--- config.mk ---
export PLATFORM = sky130hd
export DESIGN_NAME = alu_op_sequencer
export DESIGN_NICKNAME = d
export VERILOG_FILES = /design/src/rtl/alu_op_sequencer.sv
export SDC_FILE = /design/constraint.sdc
export NUM_CORES = 1
export LEC_CHECK = 0
export ABC_AREA = 0
export BUFFER_PORTS_ARGS = -buffer_cell sky130_fd_sc_hd__buf_2
export CAP_MARGIN = 25
export CELL_PAD_IN_SITES_DETAIL_PLACEMENT = 1
export CELL_PAD_IN_SITES_GLOBAL_PLACEMENT = 2
export CORE_ASPECT_RATIO = 0.75
export CORE_UTILIZATION = 39
export DETAILED_ROUTE_END_ITERATION = 8
export HOLD_SLACK_MARGIN = 0.12
export PLACE_DENSITY = 0.85
export SLEW_MARGIN = 40
export SYNTH_ARGS = -nofsm -noshare
export SYNTH_HDL_FRONTEND = slang
export SYNTH_SLANG_ARGS = --single-unit
--- constraint.sdc ---
create_clock -name CLK -period 2.6 [get_ports CLK]
set_input_delay 0.52 -clock CLK [delete_from_list [all_inputs] [get_ports CLK]]
set_output_delay 0.52 -clock CLK [all_outputs]
set_load 0.01 [all_outputs]
--- src/rtl/alu_op_sequencer.sv ---
// alu_op_sequencer: issue stage feeding the 4-bit bit-serial ALU.
// Queues requests, holds each at the ALU for OP_CYCLES edges, returns C/flags.
// Optional expected-result model enabled by defining OPSEQ_SELFCHECK_EN.
// Revision: 1.0
`default_nettype none

module alu_op_sequencer #(
  parameter int DATA_W     = 4,
  parameter int OP_W       = 3,
  parameter int FIFO_DEPTH = 4,
  parameter int OP_CYCLES  = 5,
  parameter logic [OP_W-1:0] IDLE_OP = '0
) (
  input  logic              CLK,
  input  logic              RST,
  input  logic              in_valid,
  output logic              in_ready,
  input  logic [DATA_W-1:0] in_a,
  input  logic [DATA_W-1:0] in_b,
  input  logic [OP_W-1:0]   in_op,
  output logic [DATA_W-1:0] alu_a,
  output logic [DATA_W-1:0] alu_b,
  output logic [OP_W-1:0]   alu_opcode,
  input  logic [DATA_W-1:0] alu_c,
  input  logic              alu_zf,
  input  logic              alu_sf,
  input  logic              alu_cf,
  output logic              res_valid,
  input  logic              res_ready,
  output logic [DATA_W-1:0] res_c,
  output logic              res_zf,
  output logic              res_sf,
  output logic              res_cf,
  output logic [OP_W-1:0]   res_op,
  output logic              res_err,
  output logic              res_mismatch
);

  localparam int AW    = $clog2(FIFO_DEPTH);
  localparam int ENT_W = OP_W + 2*DATA_W;
  localparam int CNT_W = (OP_CYCLES > 1) ? $clog2(OP_CYCLES) : 1;
  localparam logic [CNT_W-1:0] c_CNT_LAST = CNT_W'(OP_CYCLES-1);

  localparam logic [OP_W-1:0] c_OP_XOR  = OP_W'(1);
  localparam logic [OP_W-1:0] c_OP_ADD  = OP_W'(2);
  localparam logic [OP_W-1:0] c_OP_XNOR = OP_W'(3);
  localparam logic [OP_W-1:0] c_OP_SUB  = OP_W'(4);

  localparam logic [1:0] S_IDLE = 2'd0;
  localparam logic [1:0] S_EXEC = 2'd1;
  localparam logic [1:0] S_ERR  = 2'd2;
  localparam logic [1:0] S_HOLD = 2'd3;

  logic [1:0]        r_state, w_state_nxt;
  logic [ENT_W-1:0]  r_mem [FIFO_DEPTH];
  logic [AW:0]       r_wp, r_rp;
  logic [CNT_W-1:0]  r_cnt;
  logic [DATA_W-1:0] r_alu_a, r_alu_b;
  logic [OP_W-1:0]   r_alu_op;
  logic [DATA_W-1:0] r_res_c;
  logic              r_res_zf, r_res_sf, r_res_cf, r_res_err;
  logic [OP_W-1:0]   r_res_op;

  logic              w_full, w_empty, w_push, w_pop, w_legal, w_last;
  logic [OP_W-1:0]   w_h_op;
  logic [DATA_W-1:0] w_h_a, w_h_b;

  assign w_full  = (r_wp[AW] != r_rp[AW]) && (r_wp[AW-1:0] == r_rp[AW-1:0]);
  assign w_empty = (r_wp == r_rp);
  assign w_push  = in_valid && !w_full;
  assign w_pop   = (r_state == S_IDLE) && !w_empty;
  assign {w_h_op, w_h_a, w_h_b} = r_mem[r_rp[AW-1:0]];
  assign w_legal = (w_h_op == c_OP_XOR) || (w_h_op == c_OP_ADD) ||
                   (w_h_op == c_OP_XNOR) || (w_h_op == c_OP_SUB);
  assign w_last  = (r_cnt == c_CNT_LAST);

  always_ff @(posedge CLK) begin
    if (RST) r_state <= S_IDLE;
    else     r_state <= w_state_nxt;
  end

  always_comb begin
    w_state_nxt = r_state;
    case (r_state)
      S_IDLE:  if (!w_empty) w_state_nxt = w_legal ? S_EXEC : S_ERR;
      S_EXEC:  if (w_last) w_state_nxt = S_HOLD;
      S_ERR:   w_state_nxt = S_HOLD;
      S_HOLD:  if (res_ready) w_state_nxt = S_IDLE;
      default: w_state_nxt = S_IDLE;
    endcase
  end

  always_comb begin
    in_ready   = !w_full;
    res_valid  = (r_state == S_HOLD);
    alu_opcode = (r_state == S_EXEC) ? r_alu_op : IDLE_OP;
    alu_a      = r_alu_a;
    alu_b      = r_alu_b;
    res_c      = r_res_c;
    res_zf     = r_res_zf;
    res_sf     = r_res_sf;
    res_cf     = r_res_cf;
    res_op     = r_res_op;
    res_err    = r_res_err;
  end

  // FIFO storage needs no reset; only the pointers define occupancy.
  always_ff @(posedge CLK) begin
    if (w_push) r_mem[r_wp[AW-1:0]] <= {in_op, in_a, in_b};
  end

  always_ff @(posedge CLK) begin
    if (RST) begin
      r_wp      <= '0;
      r_rp      <= '0;
      r_cnt     <= '0;
      r_alu_a   <= '0;
      r_alu_b   <= '0;
      r_alu_op  <= IDLE_OP;
      r_res_c   <= '0;
      r_res_zf  <= 1'b0;
      r_res_sf  <= 1'b0;
      r_res_cf  <= 1'b0;
      r_res_op  <= '0;
      r_res_err <= 1'b0;
    end else begin
      if (w_push) r_wp <= r_wp + 1'b1;
      if (w_pop) begin
        r_rp     <= r_rp + 1'b1;
        r_res_op <= w_h_op;
        if (w_legal) begin
          r_alu_a   <= w_h_a;
          r_alu_b   <= w_h_b;
          r_alu_op  <= w_h_op;
          r_cnt     <= '0;
          r_res_err <= 1'b0;
        end else begin
          r_res_err <= 1'b1;
          r_res_c   <= '0;
          r_res_zf  <= 1'b0;
          r_res_sf  <= 1'b0;
          r_res_cf  <= 1'b0;
        end
      end
      if (r_state == S_EXEC) begin
        r_cnt <= r_cnt + 1'b1;
        if (w_last) begin
          r_res_c  <= alu_c;
          r_res_zf <= alu_zf;
          r_res_sf <= alu_sf;
          r_res_cf <= alu_cf;
        end
      end
    end
  end

`ifdef OPSEQ_SELFCHECK_EN
  logic [DATA_W-1:0] r_exp_c, w_exp_c;
  logic              r_exp_cf, w_exp_cf, r_chk_flags, r_mm;

  always_comb begin
    w_exp_c  = '0;
    w_exp_cf = 1'b0;
    case (w_h_op)
      c_OP_XOR:  w_exp_c = w_h_a ^ w_h_b;
      c_OP_XNOR: w_exp_c = ~(w_h_a ^ w_h_b);
      c_OP_ADD:  {w_exp_cf, w_exp_c} = {1'b0, w_h_a} + {1'b0, w_h_b};
      c_OP_SUB:  w_exp_c = w_h_a - w_h_b;
      default:   w_exp_c = '0;
    endcase
  end

  // SUB flag conventions are ALU-specific, so only C is compared for SUB.
  always_ff @(posedge CLK) begin
    if (RST) begin
      r_exp_c     <= '0;
      r_exp_cf    <= 1'b0;
      r_chk_flags <= 1'b0;
      r_mm        <= 1'b0;
    end else begin
      if (w_pop) begin
        r_exp_c     <= w_exp_c;
        r_exp_cf    <= w_exp_cf;
        r_chk_flags <= (w_h_op != c_OP_SUB);
        if (!w_legal) r_mm <= 1'b0;
      end
      if ((r_state == S_EXEC) && w_last) begin
        r_mm <= (alu_c != r_exp_c) ||
                (r_chk_flags && ((alu_zf != (r_exp_c == '0)) ||
                                 (alu_sf != r_exp_c[DATA_W-1]) ||
                                 (alu_cf != r_exp_cf)));
      end
    end
  end

  assign res_mismatch = r_mm;
`else
  assign res_mismatch = 1'b0;
`endif

endmodule

`default_nettype wire

==> results.md, run 1 <==
* Total number of vias at 2075
* CTS Root Cell: clkbuf_16
* Ranking of synthesized cells by area: edfxtp_1 40%, dfxtp_1 21%, mux4_1 7.2%, ha_1 3.8%, a21oi_1 3.0%
* DR WL/cell at 16.9 µm
* Total gr overflow at 0
* Syn_nets at 271
* Die area at 0.00883 mm²
* Clock power share at 32.1%
* Pwr dens at 990 mW/mm²
* Slowest Stage Delay on Critical Path at 0.63 ns
* Post-route antenna net violation count at 0
* Drt initial violations at 80
* Residual DRC count at 0
* Final hold vios at 0
* Post-synthesis cell type count at 40
* Die height at 81.6 µm
* Fin Setup TNS at 0 ns
* Post-CTS Hold Buffers at 0
* Sw Ratio at 31.8%
* Hold depth at 2
* CP endpoint kind: flip-flop
* Top Ports at 47
* Fmax achieved at 0.441 GHz
* Crit path launch type: flip-flop
* Worst r2r dst: r_cnt[1]
* Worst reg2reg path depth at 5
* CP Class: reg -> reg
* Sw Pwr at 1.23 mW
* Final instance area at 0.00392 mm²
* Antenna violations before repair at 0
* Initial core utilization at 40.9%
* Clock Path Buffers at 2
* Number of synthesized flops with an enable pin at 44
* Fin crit share at 87.2%
* Crit path DAT at 2.46 ns
* Worst Hold End: res_zf
* Syn. warnings at 0
* Post-CTS resize count at 0
* VDD IR max at 0.436 mV
* Max Cap Viol at 0
* Reg2reg setup slack at 0.33 ns
* CTS buffer count at 9
* Slew margin rel. at 51.8%
* Global-route usage over all layers at 16.9%
* Top FF cell, synth: edfxtp_1
* Vias in the first global route at 2076
* TritonRoute pass-1 iters at 4
* Cell Area, Synth at 0.00330 mm²
* Post-synth top area cell: edfxtp_1
* Worst hold path class: in -> reg
* Post-CTS setup buffers at 0
* Min cycle time layout at 2.27 ns
* CP Data Required Time at 2.79 ns
* Layout cells sized above 1 at 24.4%
* Internal at 2.65 mW
* Post-DP Area at 0.00362 mm²
* Fillers at 830
* Clock slew at reported path FFs at 0.06 ns
* Largest net degree at the start of global routing at 32
* Drt via density at 5.24
* Comb pwr share at 27.0%
* Cell Chain, Critical Path: buf_4 -> mux4_2 -> o21a_1 -> o311ai_0 -> a21oi_1
* Post-Syn Instances at 239
* Worst Tran Pin Value at 0.718 ns
* First-pass GRT wire length at 10800 µm
* Sink Count at 79
* Fraction of registers with async set/reset at 0%
* Routability Congestion at 0.743
* Syn avg cell area at 13.8 µm²
* Drt total wl at 6700 µm
* Outcome: finished clean
* Die width at 108 µm
* Hold Startpoint: alu_zf
* LEAKAGE at 1.47 nW
* Post-synthesis sequential area ratio at 61.3%
* Worst Skew at 0.00692 ns
* Area grow syn2layout at 18.9%
* RSZ-0062 raised after global routing: no
* Diodes inserted at 0
* Core Area at 0.00806 mm²
* Final-stage net count at 318
* HPWL after DPL at 4780 µm
* Worst path slowest cell: mux4_2
* Final setup violation count at 0
* #FFs+latches synth at 79
* TritonCTS clock tree: yes
* Clk_lat worst skew at 0.33 ns
* H-Tree Depth at 3
* Synth top area share at 40.1%
* Max Slew Vio Count at 0
* Total power at 3.88 mW
* Port buffer count at 45
* Sequential Power Share at 40.8%
* Row Count at 28
* Crit-path max FO at 14
## how the worst max path moves through the flow
stage	slack, ns	from	cells past startpoint	to
detailed placement	0.32	flip-flop	5	r_cnt[1]
finish	0.33	flip-flop	5	r_cnt[1]
floorplan	0.68	flip-flop	6	alu_a[3]
CTS	0.31	flip-flop	5	r_cnt[1]
global route	0.16	flip-flop	5	r_cnt[2]
global placement	0.41	flip-flop	5	r_cnt[2]
## final cells by class
cell class,instances,area (µm²),area share [%]
tap,105,131,3.35
clock inverter,5,65.1,1.66
timing repair buffer,50,263,6.70
clock buffer,11,233,5.94
sequential,79,2020,51.6
multi-input combinational,137,1170,29.9
inverter,9,33.8,0.862
## cell families after synthesis
| kind of cell | synth area share, % |
|---|---|
| AOI/OAI and AO/OA | 12.1 |
| DFF | 61.3 |
| and+or+nand+nor | 8.16 |
| other | 0.114 |
| adders and majority gates | 3.79 |
| xor gates and xnor gates | 2.39 |
| muxes | 8.84 |
| buffers and inverters | 3.30 |
## power by group through the flow
stage	Combinational (mW)	Clock, mW	Sequential, mW
2_1_floorplan	0.742	0	1.61
3_3_place_gp	1.02	0	1.60
3_5_place_dp	1.06	0	1.61
4_1_cts	1.07	1.28	1.59
5_1_grt	1.17	1.32	1.60
6_report	1.05	1.25	1.58
## through the flow
step           utilization [%]  std cells  setup WS, ns  hold WS, ns
5_1_grt                   48.6        396         0.164        0.393
6_report                  48.6        396         0.333        0.400
4_1_cts                   48.6        396         0.310        0.390
3_5_place_dp              45.0        380         0.325        0.457
3_3_place_gp              45.0        380         0.410        0.438
2_1_floorplan                -        239         0.677        0.444
## worst max-delay path: cells and delay by family (launching register included)
family                 cells  cell delay [ns]
AO/OA/AOI/OAI              3             0.92
multiplexers               1             0.63
flip-flops                 1             0.34
buffers and inverters      1             0.22
## synth_stat cells (5+ instances only)
master and number:
nor2_1 9, and2_1 6, dfxtp_1 35, ha_1 10, xnor2_1 5, clkbuf_1 8, nand4_1 9, inv_1 9
a21oi_1 20, o31ai_1 11, edfxtp_1 44, mux4_1 9, a32o_1 7, nand2_1 11
## cells in the final DEF, fill, tap and decap left out, types with 7 or more instances in the layout
cell type / instances
buf_2: 45
edfxtp_1: 44
dfxtp_1: 35
a21oi_1: 20
nand2_1: 11
o31ai_1: 10
ha_1: 10
inv_1: 9
mux4_1: 9
nand4_1: 9
nor2_1: 9
clkbuf_16: 9
a32o_1: 7
## metal layers
layer / global-route usage, % / vias to the layer above / wire (µm)
met5: 0 / - / 0
met1: 22.7 / 995 / 3460
met4: 6.16 / 0 / 82
met3: 5.32 / 6 / 299
li1: - / 1023 / -
met2: 25.7 / 51 / 2860
## registers in the layout, indices dropped and copies added, names as in the netlist, named ones only
register / count
r_mem: 44
alu_a: 4
alu_b: 4
res_c: 4
r_alu_op: 3
r_cnt: 3
r_rp: 3
r_wp: 3
res_op: 3
r_state: 2
res_cf: 1
res_err: 1
res_sf: 1
res_zf: 1
No activity file was read; power rests on OpenSTA's default activity.
==> run 2, diff against run 1 <==
- CTS_CLUSTER_DIAMETER: not set -> 80
- clock period: 2.6 -> 2.2 ns (I/O delays scaled with it)
==> run 2 against run 1 <==
Combinational power increased by 26%; critical endpoint is now res_c[2]; first-iteration DRC count increased by 23%; wire length increased by 6.3%; final area increased by 3.4%; hold slack got worse by 0.078 ns; register-to-register slack got worse by 0.16 ns; sequential share of layout area decreased by 1.6 points; utilization increased by 1.6 points; final cell count increased by 2.3%; worst setup slack got worse by 0.16 ns; clock-buffer cell count decreased by 2; sequential power increased by 20%.
==> results.md, run 2 (same netlist as run 1, synthesis figures left out) <==
* Crit-path max FO at 7 (was 14)
* Fmax achieved at 0.494 GHz (was 0.441 GHz)
* Die width at 108 µm (unchanged)
* Slew margin rel. at 52.2% (was 51.8%)
* Sink Count at 79 (unchanged)
* Fin Setup TNS at 0 ns (unchanged)
* TritonCTS clock tree: yes (unchanged)
* Worst hold path class: in -> reg (unchanged)
* Fin crit share at 92.0% (was 87.2%)
* Total gr overflow at 0 (unchanged)
* Hold Startpoint: alu_sf (was alu_zf)
* Clock slew at reported path FFs at 0.06 ns (about the same)
* Final hold vios at 0 (unchanged)
* Clock Path Buffers at 2 (unchanged)
* Die height at 81.6 µm (unchanged)
* CTS Root Cell: clkbuf_16 (unchanged)
* Clk_lat worst skew at 0.33 ns (about the same)
* Global-route usage over all layers at 17.7% (was 16.9%)
* Final instance area at 0.00405 mm² (was 0.00392 mm²)
* Number of flip-flops in the largest register at 44 (unchanged)
* Area occupied by multi-input gates at 0.00118 mm² (was 0.00117 mm²)
* Min cycle time layout at 2.02 ns (was 2.27 ns)
* LEAKAGE at 1.54 nW (was 1.47 nW)
* RSZ-0062 raised after global routing: no (unchanged)
* Commonest non-fill, non-tap cell in the layout: buf_2 (unchanged)
* Initial core utilization at 40.9% (unchanged)
* Top Ports at 47 (unchanged)
* Max Slew Vio Count at 0 (unchanged)
* Layout cells sized above 1 at 28.0% (was 24.4%)
* Total number of vias at 2125 (was 2075)
* Drt total wl at 7130 µm (was 6700 µm)
* Final core occ at 50.3% (was 48.6%)
* Worst Skew at 0.00648 ns (was 0.00692 ns)
* Routability Congestion at 0.753 (was 0.743)
* Max Cap Viol at 0 (unchanged)
* Largest net degree at the start of global routing at 32 (unchanged)
* Core Area at 0.00806 mm² (unchanged)
* CP Data Required Time at 2.42 ns (was 2.79 ns)
* Post-DP Area at 0.00369 mm² (was 0.00362 mm²)
* Final setup violation count at 0 (unchanged)
* HPWL after DPL at 5130 µm (was 4780 µm)
* Drt via density at 5.25 (was 5.24)
* Diodes inserted at 0 (unchanged)
* Residual DRC count at 0 (unchanged)
* Fillers at 845 (was 830)
* Area grow syn2layout at 22.8% (was 18.9%)
* Row Count at 28 (unchanged)
* Crit path DAT at 2.25 ns (was 2.46 ns)
* Pwr dens at 1220 mW/mm² (was 990 mW/mm²)
* FF+latch area at 0.00202 mm² (about the same)
* Crit path launch type: flip-flop (unchanged)
* CTS buffer count at 9 (unchanged)
* Drt initial violations at 98 (was 80)
* Antenna violations before repair at 0 (unchanged)
* H-Tree Depth at 3 (unchanged)
* Post-CTS setup buffers at 0 (unchanged)
* Most frequent cells in the layout: 45 x buf_2, 44 x edfxtp_1, 34 x dfxtp_1 (was 45 x buf_2, 44 x edfxtp_1, 35 x dfxtp_1)
* DR WL/cell at 17.6 µm (was 16.9 µm)
* Final-stage net count at 327 (was 318)
* First-pass GRT wire length at 11300 µm (was 10800 µm)
* Post-CTS Hold Buffers at 0 (unchanged)
* Port buffer count at 45 (unchanged)
* Die area at 0.00883 mm² (unchanged)
* TritonRoute pass-1 iters at 4 (unchanged)
* Worst Tran Pin Value at 0.712 ns (was 0.718 ns)
* Outcome: finished clean (unchanged)
* CP endpoint kind: flip-flop (unchanged)
* VDD IR max at 0.531 mV (was 0.436 mV)
* CP Class: reg -> reg (unchanged)
* Post-route antenna net violation count at 0 (unchanged)
* Vias in the first global route at 2155 (was 2076)
## run 2: cell count changes in the layout (fill, tap and decap cells not counted), sizes merged
cell      before  now
buf           50   59
bufinv         1    3
clkbuf        11    9
clkinv         2    0
clkinvlp       0    1
inv           11   12
## run 2: metrics by stage
stage | hold slack (ns) | instances | worst slack, ns | power, mW
detailed placement | 0.462 | 389 | 0.0689 | 3.23
finish | 0.322 | 405 | 0.176 | 4.94
global route | 0.318 | 405 | 0.0566 | 5.20
CTS | 0.313 | 405 | 0.0541 | 4.97
floorplan | 0.444 | 239 | 0.277 | 2.78
global placement | 0.441 | 389 | 0.111 | 3.17
## run 2: final timing paths
kind,endpoint,cells after the start,slack (ns)
min,res_sf,2,0.32
max reg2reg,res_c[2],5,0.18
max,res_c[2],5,0.18
min reg2reg,res_op[2],2,0.46
## run 2: power breakdown
part           total (mW)  switching, mW  internal, mW
Clock                1.73          0.608          1.12
Sequential           1.89          0.136          1.75
Combinational        1.32          0.775         0.546
Total                4.94           1.52          3.42
## run 2: area by class of cell
class	instances	area share [%]
clock buffers	9	5.56
inverters	9	0.834
multi-input cells	137	29.2
flip-flops and latches	79	49.9
repair buffers	59	8.15
well taps	105	3.24
clock inverters	7	3.12
## run 2: what timing repair did
action                                  in CTS  in global routing
gates resized for setup                      0                  4
endpoints found under the setup margin       0                 12
endpoints found under the hold margin        0                  0
## run 2: critical path, cell delays in order, from the launching register on
cell	delay (ns)
dfxtp_2	0.39
mux4_1	0.62
buf_4	0.19
nor3_4	0.26
o21ai_2	0.15
a32o_1	0.30
## run 2: per-layer routing
metal,up-vias,wire (µm),GRT usage [%]
li1,1040,-,-
met3,4,380,5.56
met2,55,3250,28.5
met4,0,51,5.34
met1,1026,3450,23.1
met5,-,0,0
==> run 3, diff against run 2 <==
- REMOVE_ABC_BUFFERS: not set -> 1
==> run 3 against run 2 <==
Final area fell by 1.5%; final cell count is 0.74% higher; sequential power about the same; utilization decreased by 0.73 points; wire length decreased by 1.8%; non-clock buffer count up 3.
==> results.md, run 3 (same netlist as run 1, synthesis figures left out) <==
* Vias in the first global route at 2084 (was 2155)
* Post-route antenna net violation count at 0 (unchanged)
* Worst path slowest cell: mux4_1 (unchanged)
* Commonest non-fill, non-tap cell in the layout: buf_2 (unchanged)
* Core Area at 0.00806 mm² (unchanged)
* Worst Skew at 0.00490 ns (was 0.00648 ns)
* Slew margin rel. at 56.2% (was 52.2%)
* Worst reg2reg path depth at 6 (was 5)
* CP endpoint kind: flip-flop (unchanged)
* Max Slew Vio Count at 0 (unchanged)
* Fmax achieved at 0.491 GHz (was 0.494 GHz)
* Layout cells sized above 1 at 28.4% (was 28.0%)
* Met2 wire len at 3240 µm (was 3250 µm)
* Die height at 81.6 µm (unchanged)
* Worst r2r dst: r_cnt[0] (was res_c[2])
* RSZ-0062 raised after global routing: no (unchanged)
* Total gr overflow at 0 (unchanged)
* Cell Chain, Critical Path: mux4_1 -> buf_4 -> nor3_4 -> buf_4 -> o311ai_0 -> a21oi_1 (was mux4_1 -> buf_4 -> nor3_4 -> o21ai_2 -> a32o_1)
* Row Count at 28 (unchanged)
* Global-route usage over all layers at 17.1% (was 17.7%)
* Clock slew at reported path FFs at 0.06 ns (about the same)
* Min cycle time layout at 2.04 ns (was 2.02 ns)
* Number of flip-flops in the largest register at 44 (unchanged)
* CTS buffer count at 9 (unchanged)
* Hold depth at 2 (unchanged)
* Fin cells at 408 (was 405)
* TritonCTS clock tree: yes (unchanged)
* Pwr dens at 1140 mW/mm² (was 1220 mW/mm²)
* H-Tree Depth at 3 (unchanged)
* Post-CTS setup buffers at 0 (unchanged)
* Area grow syn2layout at 21.1% (was 22.8%)
* Highest metal used: met4 (unchanged)
* Worst Tran Pin Value at 0.649 ns (was 0.712 ns)
* Outcome: finished clean (unchanged)
* Die area at 0.00883 mm² (unchanged)
* Final hold vios at 0 (unchanged)
* Final setup violation count at 0 (unchanged)
* Hold Startpoint: alu_c[1] (was alu_sf)
* Worst Hold End: res_c[1] (was res_sf)
* Max Cap Viol at 0 (unchanged)
* VDD IR max at 0.738 mV (was 0.531 mV)
* Drt initial violations at 72 (was 98)
* CTS Root Cell: clkbuf_16 (unchanged)
* Drt total wl at 7000 µm (was 7130 µm)
* TritonRoute pass-1 iters at 4 (unchanged)
* Most frequent cells in the layout: 45 x buf_2, 44 x edfxtp_1, 35 x dfxtp_1 (was 45 x buf_2, 44 x edfxtp_1, 34 x dfxtp_1)
* M1 wire length at 3340 µm (was 3450 µm)
* Diodes inserted at 0 (unchanged)
* Crit path DAT at 2.30 ns (was 2.25 ns)
* Top Ports at 47 (unchanged)
* Total number of vias at 2145 (was 2125)
* Largest net degree at the start of global routing at 21 (was 32)
* Initial core utilization at 40.9% (unchanged)
* HPWL after DPL at 5110 µm (was 5130 µm)
* Sink Count at 79 (unchanged)
* Routability Congestion at 0.785 (was 0.753)
* DR WL met3 at 330 µm (was 380 µm)
* Port buffer count at 45 (unchanged)
* Die width at 108 µm (unchanged)
* Residual DRC count at 0 (unchanged)
* Worst hold path class: in -> reg (unchanged)
* Cell mode on critical path: buf_4
* Post-CTS Hold Buffers at 0 (unchanged)
* CP Data Required Time at 2.47 ns (was 2.42 ns)
* LEAKAGE at 1.53 nW (was 1.54 nW)
* Clock Path Buffers at 2 (unchanged)
* Post-CTS resize count at 0 (unchanged)
* DR WL/cell at 17.1 µm (was 17.6 µm)
* Slowest Stage Delay on Critical Path at 0.61 ns (was 0.62 ns)
* Final-stage net count at 330 (was 327)
* Reg2reg setup slack at 0.16 ns (was 0.18 ns)
* Drt via density at 5.26 (was 5.25)
* Total power at 4.55 mW (was 4.94 mW)
* Final core occ at 49.5% (was 50.3%)
* Clk_lat worst skew at 0.33 ns (about the same)
* Hold WS at 0.319 ns (was 0.322 ns)
* Crit path launch type: flip-flop (unchanged)
* Number of placed instances, taps included at 392 (was 389)
* Antenna violations before repair at 0 (unchanged)
* CP Class: reg -> reg (unchanged)
* First-pass GRT wire length at 10900 µm (was 11300 µm)
* Fin crit share at 92.7% (was 92.0%)
* Crit-path max FO at 7 (unchanged)
## run 3: layer usage
metal / up-vias / global-route usage [%]
met5: - / 0
met4: 0 / 6.16
met3: 8 / 5.00
met2: 48 / 28.2
met1: 1042 / 21.6
li1: 1047 / -
## run 3: stage by stage
stage	cell area (µm²)	worst slack (ns)	setup TNS (ns)
after CTS	3990	0.116	0
after global placement	3710	0.196	0
after floorplan	3220	-0.108	-0.929
after global routing	3990	0.0229	0
final	3990	0.161	0
after detailed placement	3710	0.122	0
## run 3: how the worst max path moves through the flow
stage                   start    endpoint  slack, ns  depth (start not counted)
floorplan           flip-flop    res_c[0]      -0.11                          4
global placement    flip-flop    r_cnt[2]       0.20                          5
detailed placement  flip-flop    r_cnt[0]       0.12                          5
CTS                 flip-flop    r_cnt[0]       0.12                          5
global route        flip-flop  r_state[0]       0.02                          6
finish              flip-flop    r_cnt[0]       0.16                          6
## run 3: power breakdown
| part | internal, mW | leakage [nW] | switching (mW) | total, mW |
|---|---|---|---|---|
| logic | 0.546 | 0.701 | 0.801 | 1.35 |
| registers | 1.75 | 0.689 | 0.110 | 1.86 |
| clock network | 0.764 | 0.137 | 0.578 | 1.34 |
| total | 3.06 | 1.53 | 1.49 | 4.55 |
## run 3: worst max-delay path, delay by kind of cell, from the launching register on
kind / cells / cell delay (ns)
simple gates: 1 / 0.28
flops: 1 / 0.36
buf+inv: 2 / 0.41
mux: 1 / 0.61
compound gates: 2 / 0.31
## run 3: layout make-up
type                       count  area (µm²)
fill                         845        4070
timing repair buffer          62         353
clock buffer                   9         225
multi-input combinational    137        1180
inverter                       9        33.8
sequential                    79        2020
clock inverter                 7        48.8
tap                          105         131
